[src/rtl/dcnn_pkg.sv]
// Shared DCNN datapath definitions: widths, window size, accumulator states
// and saturation limits.
package dcnn_pkg;

  localparam int DATA_W   = 16;
  localparam int WIN_SIZE = 25;

  typedef enum logic [1:0] {
    IDLE,
    ACCUM,
    HOLD
  } acc_state_t;

  localparam logic [15:0] SAT_MAX = 16'h7FFF;
  localparam logic [15:0] SAT_MIN = 16'h8000;

endpackage

[src/rtl/conv_accumulator_adder.sv]
// Ripple-carry adder used by the DCNN accumulation stage.
module conv_accumulator_adder #(
  parameter int W = 16
) (
  input  logic [W-1:0] a,
  input  logic [W-1:0] b,
  input  logic         cin,
  output logic [W-1:0] sum,
  output logic         cout
);

  logic carry;

  // Carry ripples from the LSB; each bit is a full adder.
  always_comb begin
    sum   = '0;
    carry = cin;
    for (int i = 0; i < W; i++) begin
      sum[i] = a[i] ^ b[i] ^ carry;
      carry  = (a[i] & b[i]) | (carry & (a[i] ^ b[i]));
    end
    cout = carry;
  end

endmodule

[src/rtl/conv_accumulator.sv]
// Window accumulator: sums WIN_SIZE signed terms through one adder and hands
// the result downstream over valid/ready. Define ACC_SATURATE_EN to saturate.
module conv_accumulator #(
  parameter int DATA_W   = dcnn_pkg::DATA_W,
  parameter int WIN_SIZE = dcnn_pkg::WIN_SIZE,
  parameter int CNT_W    = 8
) (
  input  logic              clk,
  input  logic              rst,
  input  logic              clear,
  input  logic [DATA_W-1:0] in_data,
  input  logic              in_valid,
  output logic              in_ready,
  output logic [DATA_W-1:0] out_data,
  output logic              out_valid,
  input  logic              out_ready,
  output logic              out_ovf,
  output logic              busy
);

  import dcnn_pkg::*;

  localparam logic [CNT_W-1:0] WIN_CNT = CNT_W'(WIN_SIZE);
  localparam logic [CNT_W-1:0] ONE_CNT = CNT_W'(1);

  acc_state_t        state, state_d;
  logic [DATA_W-1:0] acc, acc_d;
  logic [CNT_W-1:0]  cnt, cnt_d;
  logic              ovf, ovf_d;

  logic [DATA_W-1:0] add_b, add_sum, acc_new;
  logic              add_ovf, cout_unused;
  logic [CNT_W-1:0]  cnt_inc;

  // The first term of a window starts from zero rather than the stale sum.
  assign add_b = (state == IDLE) ? '0 : acc;

  conv_accumulator_adder #(.W(DATA_W)) u_add (
    .a    (in_data),
    .b    (add_b),
    .cin  (1'b0),
    .sum  (add_sum),
    .cout (cout_unused)
  );

  assign add_ovf = (in_data[DATA_W-1] == add_b[DATA_W-1]) &&
                   (add_sum[DATA_W-1] != in_data[DATA_W-1]);

`ifdef ACC_SATURATE_EN
  assign acc_new = add_ovf ? (in_data[DATA_W-1] ? DATA_W'(SAT_MIN) : DATA_W'(SAT_MAX))
                           : add_sum;
`else
  assign acc_new = add_sum;
`endif

  assign cnt_inc   = cnt + ONE_CNT;
  assign in_ready  = (state != HOLD);
  assign out_valid = (state == HOLD);
  assign busy      = (state != IDLE);
  assign out_data  = acc;
  assign out_ovf   = ovf;

  always_ff @(posedge clk or posedge rst) begin
    if (rst) begin
      state <= IDLE;
      acc   <= '0;
      cnt   <= '0;
      ovf   <= 1'b0;
    end else begin
      state <= state_d;
      acc   <= acc_d;
      cnt   <= cnt_d;
      ovf   <= ovf_d;
    end
  end

  // clear outranks everything, including a result being taken this cycle.
  always_comb begin
    state_d = state;
    acc_d   = acc;
    cnt_d   = cnt;
    ovf_d   = ovf;
    if (clear) begin
      state_d = IDLE;
      acc_d   = '0;
      cnt_d   = '0;
      ovf_d   = 1'b0;
    end else begin
      case (state)
        IDLE: begin
          if (in_valid) begin
            acc_d   = acc_new;
            cnt_d   = ONE_CNT;
            ovf_d   = 1'b0;
            state_d = (ONE_CNT == WIN_CNT) ? HOLD : ACCUM;
          end
        end
        ACCUM: begin
          if (in_valid) begin
            acc_d = acc_new;
            cnt_d = cnt_inc;
            ovf_d = ovf | add_ovf;
            if (cnt_inc == WIN_CNT) state_d = HOLD;
          end
        end
        HOLD: begin
          if (out_ready) begin
            cnt_d   = '0;
            state_d = IDLE;
          end
        end
        default: state_d = IDLE;
      endcase
    end
  end

endmodule
[config.mk]
export PLATFORM = sky130hd
export DESIGN_NAME = conv_accumulator
export DESIGN_NICKNAME = d
export VERILOG_FILES = /design/src/rtl/dcnn_pkg.sv /design/src/rtl/conv_accumulator_adder.sv /design/src/rtl/conv_accumulator.sv
export SDC_FILE = /design/constraint.sdc
export NUM_CORES = 1
export LEC_CHECK = 0
export ABC_CLOCK_PERIOD_IN_PS = 7750
export CORE_MARGIN = 2
export CORE_UTILIZATION = 45
export DETAILED_ROUTE_END_ITERATION = 12
export PLACE_DENSITY = 0.77
export SLEW_MARGIN = 15
export SYNTH_ARGS = -nofsm -noshare
export SYNTH_HDL_FRONTEND = slang
export SYNTH_SLANG_ARGS = --single-unit
export TNS_END_PERCENT = 50
[constraint.sdc]
create_clock -name clk -period 7.75 [get_ports clk]
set_input_delay 1.1625 -clock clk [delete_from_list [all_inputs] [get_ports clk]]
set_output_delay 1.1625 -clock clk [all_outputs]
set_load 0.02 [all_outputs]
==> results.py, run 1 <==
metrics = {
    "run_status": {
        "outcome": "finished, final reports clean",
    },
    "logic_synthesis": {
        "synth_top_cell_area_share": 0.353,
        "syn_nets": 249,
        "post_synth_most_frequent_cells": "nand2_1, dfrtp_1, inv_1",
        "synth-edff-count": 0,
        "synth_most_common_cell": "nand2_1",
        "yosysSeqAreaShare": 0.353,
        "async_reset_ff_frac": 1.00,
        "synth_cell_types": 39,
        "yosysWarnings": 0,
        "ys_ff_latch": 27,
        "dominantRegCellSynth": "dfrtp_1",
        "synth.cell_area_sq_mm": 0.00191,
        "synthTopCellsByArea": "dfrtp_1, fa_1, nand2_1, o31ai_1, ha_1",
        "syn_inst": 207,
        "synth_top_area_cell": "dfrtp_1",
        "synth_area_per_cell_sq_um": 9.24,
    },
    "clock_network": {
        "cts_buffers": 3,
        "root_buffer": "clkbuf_8",
        "clk_pin_slew_ps": 100,
        "cts_tree": "yes",
        "worstSkewPairLatency_ps": 280,
        "clock_sinks": 27,
        "htreeDepth": 1,
        "post_cts_buffers": 0,
        "cts_buffer_depth": 2,
        "holdBufCountCts": 0,
        "cts_resized": 0,
    },
    "finish": {
        "fillers": 358,
        "design_area_sq_mm": 0.00240,
        "post-route-util": 0.591,
        "fin_nets": 285,
        "antennaDiodeCount": 0,
        "area_delta_synth_final_pct": 25.2,
        "drive_above_1_share": 0.0413,
        "layout.cells.non_filler": 292,
    },
    "sta": {
        "fin_setup_tns_ps": 0,
        "hold_ws_ps": 494,
        "setup_ws_ps": 928,
        "setup_viol": 0,
        "finalCritPeriodShare": 0.880,
        "worstMarginPinSlew_ps": 988,
        "fmax_mhz": 147,
        "slew_headroom": 0.337,
        "hold_violations": 0,
        "finalMaxSlewViolations": 0,
        "fin_crit_ps": 6820,
        "fin_skew_ps": 2.90,
        "rsz0062_at_grt": "false",
    },
    "floorplanning": {
        "num_io_pins": 41,
        "num_rows": 23,
        "fp.dieH_um": 69.2,
        "dieWidth_um": 69.2,
        "dieArea_sq_mm": 0.00479,
        "core_sq_mm": 0.00406,
        "initial_utilization": 0.471,
    },
    "setup_path": {
        "critPathMaxFanout": 2,
        "cp_slowest_cell": "clkdlybuf4s50_1",
        "critPathTopFamily": "adder cells",
        "crit_chain": "clkdlybuf4s50_1 > ha_1 > fa_1 > inv_1 > fa_1 > fa_1 > fa_1 > fa_1 > fa_1 > fa_1 > fa_1 > fa_1 > inv_1 > fa_1 > inv_1 > fa_1 > inv_1 > fa_1 > fa_1 > fa_1 > inv_1 > a211o_1 > a21oi_1 > o22a_1",
        "path_class": "in2reg",
        "arrival_ps": 7050,
        "worst-r2r-setup-slack_ps": 1220,
        "worst_path_largest_cell_delay_ps": 470,
        "crit_path_frequent_cell": "fa_1",
        "cp-end-kind": "register",
        "start_kind": "input port",
        "critPathBufInv": 6,
        "required_ps": 7980,
    },
    "place": {
        "port_buffers": 40,
        "dp.cells": 288,
        "place_ws_ps": 634,
        "place_area_sq_mm": 0.00234,
        "place_congestion": 0.783,
        "place_hpwl_um": 2930,
    },
    "detailed_routing": {
        "drc_errors": 0,
        "drtPass1Iterations": 4,
        "wirelength_um": 4020,
        "drtIter0Drc": 91,
        "final_antenna_net_count": 0,
        "routedWlPerCell_um": 13.8,
        "vias": 1592,
        "viasPerCell": 5.45,
    },
    "global_routing": {
        "first_global_vias": 1548,
        "grt_pass1_wl_um": 6960,
        "gr-total-overflow": 0,
        "grt_start_max_net_pins": 35,
        "antenna_found_initial": 0,
        "grt_usage": 0.179,
    },
    "power": {
        "p_per_area_mw_per_mm2": 307,
        "leakage_nw": 1.00,
        "power.total_uw": 736,
        "irDropWorstVdd_mv": 0.207,
    },
    "worst_hold_path": {
        "holdCritPathClass": "reg2reg",
    },
    "flow_run": {
        "cap_violations": 0,
    },
}
-- registers in the layout (all words and copies together) (netlist names) --
signal	cells
state	2
out_ovf	1
cnt	8
out_data	16
-- routing by layer --
layer  GRT usage  wire length [um]
met5           0                 0
met4      0.0588                40
met3      0.0465               233
met2       0.291              1930
met1       0.234              1810
-- path summary, 6_finish.rpt --
| path | start | depth (start not counted) | endpoint |
|---|---|---|---|
| min in group asynchronous | rst | 2 | out_data[5] |
| worst min-delay path | cnt[7] | 1 | cnt[7] |
| worst max register to register | state[0] | 24 | out_ovf |
| worst max-delay path | in_data[0] | 24 | out_ovf |
| max in group asynchronous | rst | 2 | state[0] |
| worst min register to register | cnt[7] | 1 | cnt[7] |
-- power breakdown --
group / internal [mW] / total [mW] / switching [mW]
Clock: 0.0362 / 0.0845 / 0.0482
Combinational: 0.184 / 0.425 / 0.241
Sequential: 0.186 / 0.226 / 0.0403
-- cells by family after synthesis --
kind of cell / share of synthesized area
and+or+nand+nor: 0.182
muxes: 0.0105
adders and majority gates: 0.192
buffers and inverters: 0.0628
xor gates and xnor gates: 0.0183
AOI/OAI and AO/OA: 0.181
DFF: 0.353
-- worst reg2reg max path: cells and delay by family (launching register included) --
family / cells / cell delay [ps]
AND/OR/NAND/NOR: 1 / 140
buffers and inverters: 6 / 770
AO/OA/AOI/OAI: 3 / 580
flip-flops: 1 / 390
adder cells (fa/ha/maj): 14 / 4610
-- placed cells by master (no fill, tap or decap), types with 3 or more instances in the layout --
cell	instances
nor3_1	4
o21ai_0	15
nand2_1	38
nor2_1	6
inv_1	21
nand4_1	4
a21oi_1	5
nor2b_1	8
o31ai_1	12
dfrtp_1	27
nand3_1	3
nand2b_1	3
ha_1	7
fa_1	14
xnor2_1	4
clkdlybuf4s50_1	40
clkbuf_8	3
-- final cells by class --
cell class	count	area [sq um]	share of cell area
Clock inverter	1	5.00	0.00209
Tap cell	50	62.6	0.0261
Multi-Input combinational cell	148	1120	0.469
Inverter	23	86.3	0.0360
Clock buffer	3	41.3	0.0172
Timing Repair Buffer	40	400	0.167
Sequential cell	27	676	0.282
Note: power is estimated with default switching activity, not from simulation.
==> run 2: changes to the inputs <==
--- a/config.mk
+++ b/config.mk
@@ -7,9 +7,10 @@
 export LEC_CHECK = 0
 export ABC_CLOCK_PERIOD_IN_PS = 7750
 export CORE_MARGIN = 2
-export CORE_UTILIZATION = 45
+export CORE_UTILIZATION = 40
 export DETAILED_ROUTE_END_ITERATION = 12
-export PLACE_DENSITY = 0.77
+export GPL_ROUTABILITY_DRIVEN = 0
+export PLACE_DENSITY = 0.7
 export SLEW_MARGIN = 15
 export SYNTH_ARGS = -nofsm -noshare
 export SYNTH_HDL_FRONTEND = slang
==> run 2 against run 1 <==
  * Register-to-register slack got worse by 40 ps
  * Worst hold slack got worse by 1.3 ps
  * Worst setup slack improved by 28 ps
  * Cell count grew 1.4%
  * Global-route usage shrank 1.3 points
  * Final area rose by 0.16%
  * Critical path type unchanged
  * Critical endpoint unchanged
  * Largest power group unchanged
==> results.py, run 2 (synthesized netlist as in run 1, its figures left out) <==
metrics = {
    "global_routing": {
        "grt_start_max_net_pins": 35,
        "grt_pass1_wl_um": 6930,
        "gr-total-overflow": 0,
        "first_global_vias": 1403,
        "antenna_found_initial": 0,
        "grt_usage": 0.166,
    },
    "setup_path": {
        "critPathMaxFanout": 2,
        "start_kind": "input port",
        "arrival_ps": 7010,
        "required_ps": 7970,
        "cp-end-kind": "register",
        "path_class": "in2reg",
        "worst-r2r-setup-slack_ps": 1180,
    },
    "power": {
        "power.total_uw": 734,
        "leakage_nw": 1.00,
        "p_per_area_mw_per_mm2": 306,
        "irDropWorstVdd_mv": 0.170,
    },
    "detailed_routing": {
        "routedWlPerCell_um": 14.0,
        "drtIter0Drc": 74,
        "drc_errors": 0,
        "drtPass1Iterations": 4,
        "vias": 1574,
        "viasPerCell": 5.32,
        "wirelength_um": 4150,
        "final_antenna_net_count": 0,
    },
    "sta": {
        "fin_crit_ps": 6790,
        "finalMaxSlewViolations": 0,
        "fin_setup_tns_ps": 0,
        "setup_viol": 0,
        "rsz0062_at_grt": "false",
        "fin_skew_ps": 2.83,
        "fmax_mhz": 147,
        "worstMarginPinSlew_ps": 753,
        "finalCritPeriodShare": 0.877,
        "hold_violations": 0,
        "slew_headroom": 0.496,
    },
    "clock_network": {
        "post_cts_buffers": 0,
        "root_buffer": "clkbuf_8",
        "cts_buffers": 3,
        "htreeDepth": 1,
        "cts_resized": 0,
        "holdBufCountCts": 0,
        "worstSkewPairLatency_ps": 270,
        "clk_pin_slew_ps": 100,
        "clock_sinks": 27,
        "cts_tree": "yes",
        "cts_buffer_depth": 2,
    },
    "floorplanning": {
        "fp.dieH_um": 73.2,
        "dieWidth_um": 73.2,
        "dieArea_sq_mm": 0.00535,
        "core_sq_mm": 0.00466,
        "num_rows": 25,
        "num_io_pins": 41,
        "initial_utilization": 0.410,
    },
    "finish": {
        "most-common-layout-cells": "clkdlybuf4s50_1, nand2_1, dfrtp_1, inv_1, o21ai_0",
        "antennaDiodeCount": 0,
        "drive_above_1_share": 0.0413,
        "fillers": 429,
        "area_delta_synth_final_pct": 25.4,
        "seq_area_sq_um": 676,
        "largest_register_ffs": 16,
        "final_common_cell": "clkdlybuf4s50_1",
        "fin_nets": 285,
        "multi_input_area_sq_mm": 0.00112,
    },
    "place": {
        "place_hpwl_um": 3020,
        "port_buffers": 40,
    },
    "run_status": {
        "outcome": "finished, final reports clean",
    },
    "worst_hold_path": {
        "holdCritPathClass": "reg2reg",
    },
    "flow_run": {
        "cap_violations": 0,
    },
}
[run 2: cell count changes in the layout (fill, tap and decap cells not counted)]
cell,delta
clkinv_2,-1
clkinv_1,-1
inv_2,+1
clkbuf_1,+1
[run 2: routing by layer]
metal / vias up / global-route usage / wire length (um)
met3: 4 / 0.0345 / 234
met2: 40 / 0.257 / 1960
met5: - / 0 / 0
met4: 0 / 0.0473 / 35
li1: 769 / - / -
met1: 761 / 0.236 / 1930
[run 2: worst max-delay path, stage by stage]
cell and delay (ps):
clkdlybuf4s50_1 460, ha_1 150, fa_1 150, inv_1 50, fa_1 370, fa_1 390
fa_1 400, fa_1 410, fa_1 390, fa_1 400, fa_1 390, fa_1 380
inv_1 80, fa_1 160, inv_1 50, fa_1 350, inv_1 70, fa_1 170
fa_1 200, fa_1 220, inv_1 60, a211o_1 230, a21oi_1 150, o22a_1 170
[run 2: final cells by class]
class / count / area share
multi-input combinational: 148 / 0.469
sequential: 27 / 0.282
timing repair buffer: 40 / 0.167
inverter: 23 / 0.0360
tap: 54 / 0.0282
clock buffer: 4 / 0.0188
[run 2: final timing paths]
| check | from | depth (start not counted) | end |
|---|---|---|---|
| min in group asynchronous | rst | 2 | out_data[7] |
| worst min register to register | cnt[7] | 1 | cnt[7] |
| worst max-delay path | in_data[0] | 24 | out_ovf |
| max in group asynchronous | rst | 2 | out_data[15] |
| worst max register to register | state[0] | 24 | out_ovf |
| worst min-delay path | cnt[7] | 1 | cnt[7] |
[run 2: where the power goes]
group          internal [mW]  total, mW  switching [mW]
Combinational          0.183      0.425           0.242
Clock                 0.0369     0.0833          0.0463
Sequential             0.186      0.226          0.0402
Total                  0.406      0.734           0.328
[run 2: per-stage QoR]
step	utilization	hold slack (ps)	cell area, sq um	worst slack [ps]	instances
floorplan	-	439	1910	1410	207
global placement	0.504	465	2350	782	292
detailed placement	0.504	476	2350	712	292
CTS	0.514	492	2390	984	296
global route	0.515	512	2400	679	296
finish	0.515	493	2400	957	296
==> run 3: changes to the inputs <==
--- a/config.mk
+++ b/config.mk
@@ -5,12 +5,14 @@
 export SDC_FILE = /design/constraint.sdc
 export NUM_CORES = 1
 export LEC_CHECK = 0
+export ABC_AREA = 1
 export ABC_CLOCK_PERIOD_IN_PS = 7750
 export CORE_MARGIN = 2
 export CORE_UTILIZATION = 40
 export DETAILED_ROUTE_END_ITERATION = 12
 export GPL_ROUTABILITY_DRIVEN = 0
-export PLACE_DENSITY = 0.7
+export PLACE_DENSITY = 0.71
+export SKIP_CTS_REPAIR_TIMING = 1
 export SLEW_MARGIN = 15
 export SYNTH_ARGS = -nofsm -noshare
 export SYNTH_HDL_FRONTEND = slang
==> run 3 against run 2 <==
  * Power is 2.2% lower
  * Clock power about the same
  * Final area is 4.3% lower
  * Maximum frequency increased by 1.9%
  * Global-route usage increased by 0.73 points
  * Wire length fell by 4.4%
  * Clock-buffer cell count did not move
  * Largest power group unchanged
  * Core utilization grew 0.91 points
  * Critical endpoint is now out_data[14]
  * Combinational power down 4%
  * Register-to-register slack gained 220 ps
  * Sequential power about the same
==> results.py, run 3 <==
metrics = {
    "run_status": {
        "outcome": "finished, final reports clean",
    },
    "sta": {
        "hold_violations": 0,
        "worstMarginPinSlew_ps": 1010,
        "setup_viol": 0,
        "fin_crit_ps": 6670,
        "slew_headroom": 0.323,
        "fin_skew_ps": 6.48,
        "finalMaxSlewViolations": 0,
        "fmax_mhz": 150,
        "rsz0062_at_grt": "false",
        "fin_setup_tns_ps": 0,
        "finalCritPeriodShare": 0.860,
    },
    "global_routing": {
        "grt_usage": 0.174,
        "antenna_found_initial": 0,
        "grt_start_max_net_pins": 28,
        "grt_pass1_wl_um": 7020,
        "gr-total-overflow": 0,
        "first_global_vias": 1596,
    },
    "logic_synthesis": {
        "synth_top_area_cell": "dfrtp_1",
        "synth_cell_types": 23,
        "async_reset_ff_frac": 1.00,
        "synth_simple_gate_area_frac": 0.176,
        "yosysSeqAreaShare": 0.370,
        "synthAdderAreaFrac": 0.202,
        "syn_inst": 215,
        "dominantRegCellSynth": "dfrtp_1",
        "syn_nets": 257,
        "post_synth_most_frequent_cells": "inv_1, nand2_1, dfrtp_1",
        "synthXorXnorAreaFrac": 0,
        "synthTopCellsByArea": "dfrtp_1, fa_1, inv_1, nand2_1, o22ai_1",
        "synthMuxAreaShare": 0,
        "synth_compound_area_frac": 0.123,
        "synth_most_common_cell": "inv_1",
        "synth.cell_area_sq_mm": 0.00182,
        "yosysWarnings": 0,
        "synth_top_cell_area_share": 0.370,
        "synth-edff-count": 0,
        "synth_top_family_by_area": "adder cells",
        "synth_area_per_cell_sq_um": 8.48,
        "ys_ff_latch": 27,
    },
    "clock_network": {
        "cts_buffers": 3,
        "htreeDepth": 1,
        "clk_pin_slew_ps": 100,
        "cts_buffer_depth": 2,
        "cts_tree": "yes",
        "clock_sinks": 27,
        "worstSkewPairLatency_ps": 280,
        "root_buffer": "clkbuf_8",
    },
    "power": {
        "p_clk_frac": 0.116,
        "p_sw_frac": 0.446,
        "leakage_nw": 1.03,
        "irDropWorstVdd_mv": 0.172,
        "p_sw_uw": 320,
        "p_per_area_mw_per_mm2": 313,
        "p_int_uw": 398,
        "comb_power_share": 0.569,
        "p_seq_frac": 0.315,
    },
    "place": {
        "port_buffers": 40,
        "place_hpwl_um": 2990,
    },
    "worst_hold_path": {
        "hp-start": "out_ovf",
        "min_to": "out_ovf",
        "hold-path-cell-count": 2,
        "holdCritPathClass": "reg2reg",
    },
    "setup_path": {
        "worst_path_largest_cell_delay_ps": 460,
        "critPathMaxFanout": 1,
        "crit_chain": "clkdlybuf4s50_1 > ha_1 > fa_1 > inv_1 > fa_1 > fa_1 > fa_1 > fa_1 > fa_1 > fa_1 > fa_1 > fa_1 > inv_1 > fa_1 > inv_1 > fa_1 > inv_1 > fa_1 > fa_1 > fa_1 > nand3_1 > o21ai_0",
        "crit_path_frequent_cell": "fa_1",
        "worst-r2r-setup-slack_ps": 1400,
        "critPathTopFamily": "adder cells",
        "path_depth": 22,
        "timing.rr.end": "out_data[14]",
        "cp-end-kind": "register",
        "cp_slowest_cell": "clkdlybuf4s50_1",
        "critPathBufInv": 5,
        "rr_worst_depth": 22,
        "r2r_start": "state[1]",
        "arrival_ps": 6800,
        "required_ps": 7890,
        "start_kind": "input port",
        "path_class": "in2reg",
    },
    "finish": {
        "post-route-util": 0.524,
        "largest_register_ffs": 16,
        "final_common_cell": "inv_1",
        "most-common-layout-cells": "inv_1, clkdlybuf4s50_1, nand2_1, dfrtp_1, nand3_1",
        "fin_nets": 296,
        "antennaDiodeCount": 0,
        "drive_above_1_share": 0.0237,
        "area_delta_synth_final_pct": 25.9,
    },
    "floorplanning": {
        "core_sq_mm": 0.00438,
        "num_io_pins": 41,
        "initial_utilization": 0.416,
        "dieWidth_um": 71.5,
        "fp.dieH_um": 71.5,
        "num_rows": 24,
        "dieArea_sq_mm": 0.00512,
    },
    "detailed_routing": {
        "drtIter0Drc": 69,
        "viasPerCell": 5.09,
        "drc_errors": 0,
        "final_antenna_net_count": 0,
        "vias": 1552,
        "routedWlPerCell_um": 13.0,
        "drtPass1Iterations": 4,
        "wirelength_um": 3970,
    },
    "flow_run": {
        "cap_violations": 0,
    },
}
## run 3: logic make-up (layout without fill, tap and decap cells)
logic type,Yosys count,in the layout
AOI/OAI and AO/OA,34,34
adders and majority gates,21,21
buffers and inverters,59,97
DFF,27,27
and+or+nand+nor,74,74
## run 3: routing by layer
metal / vias up / part of all wire / GRT usage
met5: - / 0 / 0
met3: 5 / 0.065 / 0.0352
met4: 0 / 0.012 / 0.0566
li1: 749 / - / -
met2: 47 / 0.48 / 0.300
met1: 751 / 0.44 / 0.218
## run 3: worst max path at each step
stage,from,to
after floorplan,in_data[0],out_data[14]
after global placement,in_data[0],out_data[14]
after detailed placement,in_data[0],out_data[14]
after CTS,in_data[0],out_data[14]
after global routing,in_data[0],out_data[14]
final,in_data[0],out_data[14]
## run 3: through the flow
step	power, mW	instances	hold WS [ps]	instance area (sq um)	setup WS, ps
after floorplan	0.483	215	467	1820	1590
after global placement	0.629	301	503	2250	903
after CTS	0.727	305	535	2300	1080
after global routing	0.786	305	576	2300	859
final	0.718	305	530	2300	1080
after detailed placement	0.640	301	517	2250	784
## run 3: area by class of cell
class                           instances  area, sq um
Clock buffer                            4         45.0
Fill cell                             408         2090
Inverter                               53          199
Multi-Input combinational cell        129          912
Sequential cell                        27          676
Tap cell                               52         65.1
Timing Repair Buffer                   40          400
## run 3: power groups by stage
stage / sequential [mW] / combinational, mW / clock (mW)
after floorplan: 0.273 / 0.210 / 0
after global placement: 0.228 / 0.402 / 0
after detailed placement: 0.227 / 0.413 / 0
after CTS: 0.226 / 0.415 / 0.0859
after global routing: 0.233 / 0.462 / 0.0905
final: 0.226 / 0.409 / 0.0832
## run 3: worst min-delay path, cell delays in order, from the launching register on
cell and delay, ps:
dfrtp_1 390, inv_1 50, a22oi_1 50
